### config.mk
export PLATFORM = sky130hd
export DESIGN_NAME = piso_serializer
export DESIGN_NICKNAME = d
export VERILOG_FILES = /design/src/rtl/piso_serializer_pkg.sv /design/src/rtl/shift_bit_counter.sv /design/src/rtl/piso_serializer.sv
export SDC_FILE = /design/constraint.sdc
export NUM_CORES = 1
export LEC_CHECK = 0
export CORE_MARGIN = 8
export CORE_UTILIZATION = 47
export DETAILED_ROUTE_END_ITERATION = 8
export PLACE_DENSITY = 0.71
export RECOVER_POWER = 50
export SYNTH_ARGS = -nofsm -noshare
export SYNTH_HDL_FRONTEND = slang
export SYNTH_HIERARCHICAL = 1
export SYNTH_SLANG_ARGS = --single-unit
### constraint.sdc
create_clock -name clk -period 2 [get_ports clk]
set_input_delay 0.3 -clock clk [delete_from_list [all_inputs] [get_ports clk]]
set_output_delay 0.3 -clock clk [all_outputs]
set_load 0.1 [all_outputs]
### src/rtl/piso_serializer_pkg.sv
// Shared encodings for the shift-register family (serializer and serial-in blocks).
// Latency: n/a (types and constants only).
// Backpressure: n/a.
package piso_serializer_pkg;

   localparam int DEFAULT_WIDTH = 8;

   typedef enum logic {
      IDLE  = 1'b0,
      SHIFT = 1'b1
   } state_t;

endpackage

### src/rtl/shift_bit_counter.sv
// Bit-position counter for the serializer: counts 0..WIDTH-1 and saturates there.
// Latency: count updates one clock after an enabled edge; at_max is combinational from count.
// Backpressure: none; enable low holds the count.
module shift_bit_counter
   import piso_serializer_pkg::*;
#(
   parameter int WIDTH = DEFAULT_WIDTH
) (
   input  logic                     clk,
   input  logic                     reset,
   input  logic                     enable,
   input  logic                     clear,
   output logic [$clog2(WIDTH)-1:0] count,
   output logic                     at_max
);

   localparam int CW = $clog2(WIDTH);

   assign at_max = (count == CW'(WIDTH - 1));

   // Clear wins over increment; the count saturates so a stalled final bit stays at_max.
   always_ff @(posedge clk or posedge reset) begin
      if (reset) begin
         count <= '0;
      end else if (enable) begin
         if (clear) begin
            count <= '0;
         end else if (!at_max) begin
            count <= count + 1'b1;
         end
      end
   end

endmodule

### src/rtl/piso_serializer.sv
// Parallel-in serial-out shifter: emits a WIDTH-bit word MSB first with valid/last flags.
// Latency: first bit on out one clock after the accepting edge; back-to-back words have no gap.
// Backpressure: load_ready only in IDLE or on the final bit; enable low stalls everything.
module piso_serializer
   import piso_serializer_pkg::*;
#(
   parameter int WIDTH = DEFAULT_WIDTH
) (
   input  logic             clk,
   input  logic             reset,
   input  logic             enable,
   input  logic [WIDTH-1:0] data_in,
   input  logic             load_valid,
   output logic             load_ready,
   output logic             out,
   output logic             out_valid,
   output logic             out_last
);

   localparam int CW = $clog2(WIDTH);

   state_t           state;
   state_t           state_nxt;
   logic [WIDTH-1:0] sreg;
   logic [WIDTH-1:0] sreg_nxt;
   logic [CW-1:0]    cnt;
   logic             at_max;
   logic             accept;
   logic             cnt_en;
   logic             cnt_clear;

   // Ready is held low during reset so nothing is offered to a block that is being cleared.
   assign load_ready = enable & ~reset &
                       ((state == IDLE) | ((state == SHIFT) & at_max));
   assign accept     = load_ready & load_valid;

   // The counter restarts on every new word and also when a word ends without a successor.
   assign cnt_en    = enable & (accept | (state == SHIFT));
   assign cnt_clear = accept | at_max;

   shift_bit_counter #(
      .WIDTH (WIDTH)
   ) u_cnt (
      .clk    (clk),
      .reset  (reset),
      .enable (cnt_en),
      .clear  (cnt_clear),
      .count  (cnt),
      .at_max (at_max)
   );

   // Next-state and next shift-register contents; nothing moves while enable is low.
   always_comb begin
      state_nxt = state;
      sreg_nxt  = sreg;
      if (enable) begin
         case (state)
            IDLE: begin
               if (accept) begin
                  state_nxt = SHIFT;
                  sreg_nxt  = data_in;
               end
            end
            SHIFT: begin
               if (at_max) begin
                  if (accept) begin
                     sreg_nxt = data_in;
                  end else begin
                     state_nxt = IDLE;
                     sreg_nxt  = '0;
                  end
               end else begin
                  sreg_nxt = {sreg[WIDTH-2:0], 1'b0};
               end
            end
            default: begin
               state_nxt = IDLE;
               sreg_nxt  = '0;
            end
         endcase
      end
   end

   // State and shift register; reset abandons any word in flight.
   always_ff @(posedge clk or posedge reset) begin
      if (reset) begin
         state <= IDLE;
         sreg  <= '0;
      end else begin
         state <= state_nxt;
         sreg  <= sreg_nxt;
      end
   end

   // out comes straight from the MSB flop; the flags decode registered state only.
   assign out       = sreg[WIDTH-1];
   assign out_valid = (state == SHIFT);
   assign out_last  = (state == SHIFT) & at_max;

endmodule

==> insert_results.sql <==
INSERT INTO impl_metrics (metric_group, metric, value, unit) VALUES
('status', 'outcome', 'finished, final reports clean', ''),
('power_and_ir_drop', 'pwr-share-seq', '34.7', '%'),
('drt', 'vias_per_cell', '5.532', ''),
('setup_path', 'rr_worst_depth', '5', ''),
('sta', 'slew-limit-headroom', '63.94', '%'),
('die', 'core-area', '0.001454', 'mm²'),
('setup_path', 'kind_of_end_point_of_the_critical_path', 'output pin', ''),
('power_and_ir_drop', 'total_switching_power', '0.5632', 'mW'),
('synthesis', 'synthesis.area_per_instance', '9.701', 'µm²'),
('setup_path', 'critical_path.reg2reg.startpoint', 'u_cnt/count[0]$_DFFE_PP0P_', ''),
('power_and_ir_drop', 'final_total_power', '1.323', 'mW'),
('synthesis', 'distinct_cells_synth', '23', ''),
('synthesis', 'post-synth-top-area-cell', 'sky130_fd_sc_hd__dfrtp_1', ''),
('cells_and_area', 'finish.net_count', '108', ''),
('sta', 'grt_setup_unrepaired', 'false', ''),
('die', 'die_h', '54.82', 'µm'),
('synthesis', 'ys.warnings.count', '6', ''),
('synthesis', 'synthCells', '73', ''),
('cells_and_area', 'layout-area-overhead-vs-synth', '36.93', '%'),
('die', 'design.portCount', '16', ''),
('power_and_ir_drop', 'cellInternalPower', '0.7600', 'mW'),
('setup_path', 'crit_fanout', '8', ''),
('synthesis', 'ys_top_cells_by_count', 'sky130_fd_sc_hd__dfrtp_1, sky130_fd_sc_hd__inv_1, sky130_fd_sc_hd__o221ai_1', ''),
('synthesis', 'ys_dominant_reg_cell', 'sky130_fd_sc_hd__dfrtp_1', ''),
('global_route', 'global_route.overflow_total', '0', ''),
('cts', 'clkLatencyLatePin', '0.27', 'ns'),
('place', 'place.detailed.instances', '104', ''),
('synthesis', 'yosys_register_bits', '12', ''),
('cells_and_area', 'instances_no_fill', '109', ''),
('cts', 'cts_tree', 'done', ''),
('place', 'globalplace.congestion', '0.7671', ''),
('sta', 'worst_clock_skew', '0.007449', 'ns'),
('cts', 'cts.htree.levels', '1', ''),
('drt', 'route.final.wire_length', '1.636', 'mm'),
('drt', 'route.detailed.drc', '0', ''),
('power_and_ir_drop', 'ir_drop', '0.0007726', 'V'),
('die', 'die_area', '0.003005', 'mm²'),
('setup_path', 'worstReg2RegEnd', 'u_cnt/count[0]$_DFFE_PP0P_', ''),
('synthesis', 'synth_top_cell_area_share', '42.40', '%'),
('power_and_ir_drop', 'clock_power_share', '14.6', '%'),
('setup_path', 'worst_setup_path_start_kind', 'flop', ''),
('sta', 'number_of_setup_violations_in_the_final_report', '0', ''),
('cells_and_area', 'n_antenna_cell', '0', ''),
('cts', 'cts.sink_count', '12', ''),
('synthesis', 'net_count_after_synthesis', '87', ''),
('power_and_ir_drop', 'power_leakage', '0.4296', 'nW'),
('die', 'initial_utilization', '48.71', '%'),
('flow_run', 'max_cap_viol_count', '0', ''),
('synthesis', 'syn_area', '708.2', 'µm²'),
('drt', 'routedWlPerCell', '15.01', 'µm'),
('place', 'place_hpwl', '1.139', 'mm'),
('drt', 'antenna_left', '0', ''),
('power_and_ir_drop', 'p_comb_share', '50.7', '%'),
('cts', 'clock_slew_seen_by_the_registers_of_the_worst_setup_and_hold_paths', '0.07', 'ns'),
('sta', 'final_min_period_over_clock_period', '95.33', '%'),
('global_route', 'via_count_of_the_first_global_routing_pass', '603', ''),
('synthesis', 'synth.yosys.seq_area_share', '42.40', '%'),
('die', 'dieWidth', '54.82', 'µm'),
('synthesis', 'top_cells_by_area_synth', 'sky130_fd_sc_hd__dfrtp_1, sky130_fd_sc_hd__o221ai_1, sky130_fd_sc_hd__o22a_1', ''),
('sta', 'max_freq', '524.5', 'MHz'),
('cts', 'numCtsBuffers', '3', ''),
('cells_and_area', 'proportion_of_layout_cells_with_a_drive_suffix_above_1', '20.43', '%'),
('cells_and_area', 'layout.cell_area.non_filler', '969.7', 'µm²'),
('sta', 'setup_total_negative_slack', '0', 'ns'),
('drt', 'drt-pass1-iter-count', '4', ''),
('synthesis', 'postSynth.asyncResetShare', '100.0', '%'),
('synthesis', 'edff_count_synth', '0', ''),
('synthesis', 'synthMostInstantiatedCell', 'sky130_fd_sc_hd__dfrtp_1', ''),
('drt', 'route.vias.total', '603', ''),
('power_and_ir_drop', 'power.switching_fraction', '42.57', '%'),
('setup_path', 'critPathRequiredTime', '1.70', 'ns');
logic make-up (layout without fill, tap and decap cells):
family	after synthesis	after routing	share of synthesized area, %
buffers and inverters	17	37	11.66
DFF	12	12	42.40
and+or+nand+nor	14	14	10.25
AOI/OAI and AO/OA	28	28	32.16
adders and majority gates	2	2	3.533
layer usage:
| layer | part of all wire (%) | vias to the layer above | global-route usage (%) |
|---|---|---|---|
| met5 | 0 | - | 0 |
| met2 | 44 | 18 | 17.17 |
| li1 | - | 304 | - |
| met1 | 49 | 275 | 16.27 |
| met4 | 1.5 | 0 | 3.689 |
| met3 | 6.0 | 6 | 4.076 |
worst max path at each step:
stage                                from                          to  slack (ns)
2_1_floorplan       out_valid$_DFFE_PP0P_                    out_last        0.11
3_3_place_gp                   load_valid  u_cnt/count[1]$_DFFE_PP0P_        0.16
3_5_place_dp                   load_valid  u_cnt/count[2]$_DFFE_PP0P_        0.12
4_1_cts        u_cnt/count[0]$_DFFE_PP0P_                  load_ready       0.009
5_1_grt        u_cnt/count[0]$_DFFE_PP0P_                  load_ready        0.03
6_report       u_cnt/count[0]$_DFFE_PP0P_                  load_ready        0.09
registers in the layout, summed over array words and instances (netlist names):
name         flops
sreg             8
u_cnt/count      3
out_valid        1
power groups by stage:
stage          logic [mW]  registers [mW]  clock network (mW)
2_1_floorplan       0.386           0.534                   0
3_3_place_gp        0.628           0.456                   0
3_5_place_dp        0.644           0.459                   0
4_1_cts             0.650           0.454               0.198
5_1_grt             0.727           0.477               0.212
6_report            0.670           0.460               0.193
final cells by class:
cell class,count,area (µm²)
inverters,11,41.29
multi-input cells,44,346.6
repair buffers,22,224.0
flip-flops and latches,12,301.5
clock buffers,4,36.28
well taps,16,20.02
fillers,118,484.2
repair_timing:
| item | 4_1_cts | 5_1_grt |
|---|---|---|
| resized for setup | 1 | 3 |
| hold endpoints to repair | 0 | 0 |
| setup buffers | 0 | 1 |
| endpoints found under the setup margin | 1 | 1 |
worst max-delay path: stages, from the launching register on:
cell and delay (ns):
sky130_fd_sc_hd__dfrtp_1 0.42, sky130_fd_sc_hd__ha_2 0.21, sky130_fd_sc_hd__ha_4 0.18, sky130_fd_sc_hd__nand2b_1 0.16, sky130_fd_sc_hd__and3_4 0.21, sky130_fd_sc_hd__buf_12 0.16
placed cells by master (no fill, tap or decap), types with 2 or more instances in the layout:
cell	Yosys	final
sky130_fd_sc_hd__nand2_1	6	6
sky130_fd_sc_hd__dfrtp_1	12	11
sky130_fd_sc_hd__o221ai_1	8	8
sky130_fd_sc_hd__inv_1	11	11
sky130_fd_sc_hd__clkbuf_4	0	3
sky130_fd_sc_hd__buf_4	0	6
sky130_fd_sc_hd__a22o_1	2	2
sky130_fd_sc_hd__nand2b_1	2	2
sky130_fd_sc_hd__o22a_1	7	7
sky130_fd_sc_hd__a21boi_1	3	3
sky130_fd_sc_hd__buf_12	0	3
sky130_fd_sc_hd__clkdlybuf4s50_1	0	10
sky130_fd_sc_hd__a21boi_0	4	4
metrics by stage:
| step | hold slack (ns) | setup slack, ns |
|---|---|---|
| after floorplan | 0.05364 | 0.1073 |
| after global placement | 0.4906 | 0.1563 |
| after detailed placement | 0.4951 | 0.1238 |
| after CTS | 0.2825 | 0.008802 |
| after global routing | 0.4100 | 0.02604 |
| final | 0.4048 | 0.09340 |
Power figures use the tool's default switching activity.
